===== src/rtl/seg7_pkg.sv =====
// Shared types and constants for the seven-segment scan driver.
// Segment bit order is gfedcba in bits 6..0, with the decimal point in bit 7.
package seg7_pkg;

  typedef enum logic [1:0] {
    S_IDLE = 2'd0,
    S_ON   = 2'd1,
    S_GAP  = 2'd2
  } state_e;

  localparam int unsigned SEG_A  = 0;
  localparam int unsigned SEG_B  = 1;
  localparam int unsigned SEG_C  = 2;
  localparam int unsigned SEG_D  = 3;
  localparam int unsigned SEG_E  = 4;
  localparam int unsigned SEG_F  = 5;
  localparam int unsigned SEG_G  = 6;
  localparam int unsigned SEG_DP = 7;

  localparam int unsigned NIB_W  = 4;
  localparam int unsigned FONT_W = 7;
  localparam int unsigned SEG_W  = 8;

  localparam logic [FONT_W-1:0] FONT [16] = '{
    7'h3F, 7'h06, 7'h5B, 7'h4F, 7'h66, 7'h6D, 7'h7D, 7'h07,
    7'h7F, 7'h6F, 7'h77, 7'h7C, 7'h39, 7'h5E, 7'h79, 7'h71
  };

  function automatic logic [FONT_W-1:0] font_lookup(input logic [NIB_W-1:0] nib);
    return FONT[nib];
  endfunction

endpackage


===== src/rtl/seg7_hex_decode.sv =====
// Combinational hex nibble to seven-segment (gfedcba) decoder.
module seg7_hex_decode
  import seg7_pkg::*;
(
  input  logic [NIB_W-1:0]  nibble,
  output logic [FONT_W-1:0] seg_c
);

  always_comb begin
    seg_c = font_lookup(nibble);
  end

endmodule


===== src/rtl/seg7_scan_mux.sv =====
// Time-multiplexed common-cathode seven-segment driver with per-frame input snapshot.
// Define SEG7_LZB_EN to build leading-zero blanking.
module seg7_scan_mux
  import seg7_pkg::*;
#(
  parameter int unsigned NUM_DIGITS = 4,
  parameter int unsigned DIV        = 1000,
  parameter int unsigned GAP        = 8
) (
  input  logic                        clk,
  input  logic                        rst_n,
  input  logic                        enable,
  input  logic [NIB_W*NUM_DIGITS-1:0] value,
  input  logic [NUM_DIGITS-1:0]       dp,
  input  logic [NUM_DIGITS-1:0]       blank,
  output logic [SEG_W-1:0]            seg,
  output logic [NUM_DIGITS-1:0]       dig_n,
  output logic                        frame_start
);

  localparam int unsigned CNT_W  = (DIV > 1) ? $clog2(DIV) : 1;
  localparam int unsigned IDX_W  = (NUM_DIGITS > 1) ? $clog2(NUM_DIGITS) : 1;
  localparam int unsigned ON_LEN = DIV - GAP;

  state_e                             state_q, state_d;
  logic [CNT_W-1:0]                   cnt_q, cnt_d;
  logic [IDX_W-1:0]                   idx_q, idx_d;
  logic [NUM_DIGITS-1:0][NIB_W-1:0]   val_snap_q, val_snap_d;
  logic [NUM_DIGITS-1:0]              dp_snap_q, dp_snap_d;
  logic [NUM_DIGITS-1:0]              blank_snap_q, blank_snap_d;
  logic [SEG_W-1:0]                   seg_q, seg_d;
  logic [NUM_DIGITS-1:0]              dig_n_q, dig_n_d;
  logic                               frame_start_q, frame_start_d;

  logic [NIB_W-1:0]                   cur_nib_c;
  logic [FONT_W-1:0]                  cur_font_c;
  logic                               lz_sup_c;

  // State, slot counter, digit index and snapshot registers.
  always_ff @(posedge clk) begin
    if (!rst_n) begin
      state_q       <= S_IDLE;
      cnt_q         <= '0;
      idx_q         <= '0;
      val_snap_q    <= '0;
      dp_snap_q     <= '0;
      blank_snap_q  <= '0;
      seg_q         <= '0;
      dig_n_q       <= '1;
      frame_start_q <= 1'b0;
    end else begin
      state_q       <= state_d;
      cnt_q         <= cnt_d;
      idx_q         <= idx_d;
      val_snap_q    <= val_snap_d;
      dp_snap_q     <= dp_snap_d;
      blank_snap_q  <= blank_snap_d;
      seg_q         <= seg_d;
      dig_n_q       <= dig_n_d;
      frame_start_q <= frame_start_d;
    end
  end

  // Next state; the snapshot is refreshed whenever slot 0 is (re)entered.
  always_comb begin
    state_d      = state_q;
    cnt_d        = cnt_q;
    idx_d        = idx_q;
    val_snap_d   = val_snap_q;
    dp_snap_d    = dp_snap_q;
    blank_snap_d = blank_snap_q;

    if (!enable) begin
      state_d = S_IDLE;
      cnt_d   = '0;
      idx_d   = '0;
    end else if (state_q == S_IDLE) begin
      state_d      = S_ON;
      cnt_d        = '0;
      idx_d        = '0;
      val_snap_d   = value;
      dp_snap_d    = dp;
      blank_snap_d = blank;
    end else if (cnt_q == CNT_W'(DIV - 1)) begin
      state_d = S_ON;
      cnt_d   = '0;
      if (idx_q == IDX_W'(NUM_DIGITS - 1)) begin
        idx_d        = '0;
        val_snap_d   = value;
        dp_snap_d    = dp;
        blank_snap_d = blank;
      end else begin
        idx_d = idx_q + IDX_W'(1);
      end
    end else begin
      cnt_d   = cnt_q + CNT_W'(1);
      state_d = ((32'(cnt_q) + 32'd1) >= ON_LEN) ? S_GAP : S_ON;
    end
  end

  assign cur_nib_c = val_snap_d[idx_d];

  seg7_hex_decode u_hex_decode (
    .nibble (cur_nib_c),
    .seg_c  (cur_font_c)
  );

`ifdef SEG7_LZB_EN
  // Digit idx (>0) is a leading zero when it and every higher nibble are zero.
  always_comb begin
    lz_sup_c = (idx_d != '0);
    for (int j = 0; j < NUM_DIGITS; j++) begin
      if ((IDX_W'(j) >= idx_d) && (val_snap_d[j] != '0)) begin
        lz_sup_c = 1'b0;
      end
    end
  end
`else
  assign lz_sup_c = 1'b0;
`endif

  // Outputs are computed from next-state values so they move on the same edge.
  always_comb begin
    seg_d         = '0;
    dig_n_d       = '1;
    frame_start_d = 1'b0;
    if (state_d == S_ON) begin
      frame_start_d = (idx_d == '0) && (cnt_d == '0);
      if (!blank_snap_d[idx_d]) begin
        dig_n_d        = ~(NUM_DIGITS'(1) << idx_d);
        seg_d[SEG_DP]  = dp_snap_d[idx_d];
        if (!lz_sup_c) begin
          seg_d[SEG_G:SEG_A] = cur_font_c;
        end else if (!dp_snap_d[idx_d]) begin
          dig_n_d = '1;
        end
      end
    end
  end

  assign seg         = seg_q;
  assign dig_n       = dig_n_q;
  assign frame_start = frame_start_q;

endmodule

===== config.mk =====
export PLATFORM = sky130hd
export DESIGN_NAME = seg7_scan_mux
export DESIGN_NICKNAME = d
export VERILOG_FILES = /design/src/rtl/seg7_pkg.sv /design/src/rtl/seg7_hex_decode.sv /design/src/rtl/seg7_scan_mux.sv
export SDC_FILE = /design/constraint.sdc
export NUM_CORES = 1
export LEC_CHECK = 0
export ABC_AREA = 1
export CAP_MARGIN = 40
export CORE_MARGIN = 2
export CORE_UTILIZATION = 45
export CTS_CLUSTER_SIZE = 20
export DETAILED_ROUTE_END_ITERATION = 12
export PLACE_DENSITY_LB_ADDON = 0.12
export SLEW_MARGIN = 25
export SYNTH_ARGS = -nofsm -noshare
export SYNTH_HDL_FRONTEND = slang
export SYNTH_SLANG_ARGS = --single-unit
export TNS_END_PERCENT = 100

===== constraint.sdc =====
create_clock -name clk -period 3.11 [get_ports clk]
set_input_delay 0.622 -clock clk [delete_from_list [all_inputs] [get_ports clk]]
set_output_delay 0.622 -clock clk [all_outputs]
set_load 0.1 [all_outputs]

==> impl_results.md <==
- Crit-path cells: clkdlybuf4s50_1 -> inv_1 -> nor2_1 -> nand2_1 -> nor2_1 -> nand2_1 -> o22a_1 -> nand2_1 -> inv_1 -> ha_1 -> nand2_1 -> nand2_1 -> nor2_1 -> nor2_1
- Cells after DPL: 467
- Post-route cell area: around 3100 um2
- Worst-Skew Late Latency: 0.30 ns
- Initial Util: 0.465
- Combinational family with the most area after synthesis: simple AND/OR/NAND/NOR gates
- Vias in the first global route: 2096
- Unrepaired setup endpoints after global routing: no
- Crit-path most repeated cell: nand2_1
- Finish-stage setup viols: 0
- Commonest non-fill, non-tap cell in the layout: nand2_1
- Adder and majority gate portion of the synthesized area: 0.0489
- Area after DPL: 3010 um2
- Area growth syn-to-layout: 21.5%
- Antenna viol nets, final: 0
- Area of the multi-input gates: about 1300 um2
- Worst relative slew slack: 0.573
- Simple logic cell fraction of the synthesized area: 0.338
- Pre-CTS WS: -0.0648 ns
- Worst-margin pin slew: around 0.64 ns
- Critical Path End Type: flip-flop
- Crit path max fanout: 6
- Chip width: approximately 79 um
- Ys flop type: dfxtp_1
- Initial drt markers: 61
- Layout net count: roughly 440
- Worst path required time: roughly 3.3 ns
- Setup Skew: about 0.012 ns
- Initial DRT Pass Iterations: 4
- Status: completed
- Clk slew on worst S/H paths: about 0.1 ns
- Seq. cell area: between 1000 and 1500 um2
- Num CTS Buffers: 5
- Sequential fraction of the synthesis area: 0.399
- TritonCTS clock tree: built
- Cell Rows: 27
- Area of the core: about 5500 um2
- Fin crit share: 0.890
- Setup TNS: 0 ns
- Slew Limit Fails: 0
- Filler cells: ~550
- Clock Path Buffers: 2
- Synth Area in XOR/XNOR: 0.0171
- Largest net degree at the start of global routing: 24
- # diodes: 0
- Setup ws final: approximately 0.34 ns
- Compound-gate portion of the synthesized area: 0.0699
- Global-route wire length before repair: 9530 um
- FFs w/ async S/R, synth: 0
- Min-delay src: val_snap_q[3]
- R2R setup slack: approximately 0.36 ns
- PwrDens: 440 nW/um2
- Crit-path slowest cell: clkdlybuf4s50_1
- Mapped Cells: roughly 360
- Syn nets: 394
- Vias per cell: 4.72
- Htree depth: 2
- EDFF count, synth: 0
- Top delay family on crit path: simple AND/OR/NAND/NOR gates
- Tot Pwr: roughly 1.4 mW
- CP Launch Type: input port
- Via count: roughly 2200
- Hold EP: val_snap_q[3]
- Most frequent cells in the layout: nand2_1, nor2_1, inv_1, dfxtp_1, clkdlybuf4s50_1
- Tmin final: about 2.8 ns
- Worst Hold Class: flip-flop to flip-flop
- Initial antenna violation count: 0
- CTS Root Cell: clkbuf_8
- Library cells used by synthesis: 33
- Hold Violations, Final: 0
- Worst reg2reg path depth: 18
- Worst flop-to-flop path endpoint: seg[3]
- WL/cell: ~11 um
- Ports: 40
- Die Y: slightly below 80 um
- IO Port Bufs: 39
- Synth warn: 0
- Syn Area/Cell: between 7 and 8 um2
- WP data arrival: around 3.0 ns
- Non-Filler Instances: ~480
- Drt total wl: around 5400 um
- Pleak: around 1.5 nW
- Syn Std Cell Area: approximately 2600 um2
- Worst IR Drop VDD: between 0.2 and 0.3 mV
- GR Overflow Total: 0
- Layout cells sized above 1: 0.122
- Achievable Freq: approximately 0.36 GHz
- Synthesized flop and latch total: 51
- Post-DP HPWL: around 4200 um
- Largest stage delay, worst path: 0.48 ns
- Final Wtd Congestion: ~0.95
- Max_cap viols: 0
- Total Die Area: 6310 um2
- Tot GR Track Use: 0.190
- Kind of critical path: input port to flip-flop
- Drc violations: 0
- R2R Path Start: cnt_q[0]
- Multiplexer share of the synthesized area: 0.0313
- CP Buf/Inv Count: 3
- Hold Path Cell Cnt: 2
- CTS Sinks: ~50
## flip-flops by register name, summed over array words and instances (netlist names)
signal        flops
val_snap_q       16
dig_n             4
blank_snap_q      4
dp_snap_q         4
cnt_q            10
seg               8
frame_start       1
idx_q             2
state_q           2
## metal layers
| layer | track usage | up-vias | wire (um) |
|---|---|---|---|
| met1 | 0.253 | 1000 | 2700 |
| met4 | 0.0569 | 0 | 69 |
| met5 | 0 | - | 0 |
| met2 | 0.315 | 45 | 2480 |
| met3 | 0.0305 | 6 | 188 |
| li1 | - | 1191 | - |
## worst max path at each step
stage | end | from | slack (ns) | cells after the start
after detailed placement | seg[3] | enable | -0.06 | 16
after global placement | seg[3] | enable | 0.05 | 16
after global routing | seg[0] | cnt_q[0] | 0.07 | 16
after floorplan | seg[3] | cnt_q[0] | 0.59 | 19
after CTS | seg[3] | cnt_q[0] | 0.24 | 18
final | seg[3] | enable | 0.34 | 14
## layout make-up
class | count | area share
well taps | 72 | 0.0290
multi-input cells | 245 | 0.417
repair buffers | 45 | 0.129
inverters | 54 | 0.0651
flip-flops and latches | 51 | 0.328
clock inverters | 2 | 0.00523
clock buffers | 6 | 0.0265
## synth_stat cells, drive strengths merged, types with 2 or more instances
master / count / area share
xor2: 4 / 0.014
a21oi: 10 / 0.024
nand3: 26 / 0.057
nor2: 72 / 0.12
o22a: 2 / 0.0068
buf: 4 / 0.013
inv: 53 / 0.078
mux2i: 8 / 0.031
nand2: 84 / 0.14
clkbuf: 3 / 0.0044
nor3: 5 / 0.0098
o21ai: 13 / 0.028
dfxtp: 51 / 0.40
ha: 10 / 0.049
nand3b: 3 / 0.0088
o21a: 2 / 0.0059
o22ai: 2 / 0.0049
## power breakdown
| part | switching (mW) | internal (mW) |
|---|---|---|
| logic | 0.179 | 0.0967 |
| clock network | 0.221 | 0.182 |
| registers | 0.00765 | 0.682 |
| total | 0.408 | 0.961 |
## stage by stage
stage	hold slack (ns)	utilization
5_1_grt	0.510	0.565
6_report	0.474	0.565
3_5_place_dp	0.465	0.547
3_3_place_gp	0.457	0.547
4_1_cts	0.479	0.565
2_1_floorplan	0.447	-
## worst reg2reg max path, stage by stage, from the launching register on
cell and delay [ns]:
dfxtp_1 0.42, ha_1 0.23, nand3_1 0.13, nor2_4 0.20
nand2_4 0.10, nand2_8 0.10, nand2_4 0.15, nand2_1 0.10
o21ai_0 0.12, nand2_1 0.10, o21ai_0 0.10, nor2_2 0.24
inv_1 0.13, ha_1 0.23, inv_1 0.07, nand2_2 0.06
nand3_1 0.09, nand2_1 0.05, nor2_1 0.08
## repair_timing
action	4_1_cts	5_1_grt
endpoints found under the setup margin	0	5
setup buffers	0	0
gates resized for setup	0	1
hold buffers	0	0
## cell families after synthesis
kind of cell | count (synthesis)
XOR/XNOR | 5
AND/OR/NAND/NOR | 193
adder cells (fa/ha/maj) | 10
flip-flops | 51
AO/OA/AOI/OAI | 29
buffers and inverters | 61
multiplexers | 8
No activity file was read; power rests on OpenSTA's default activity.
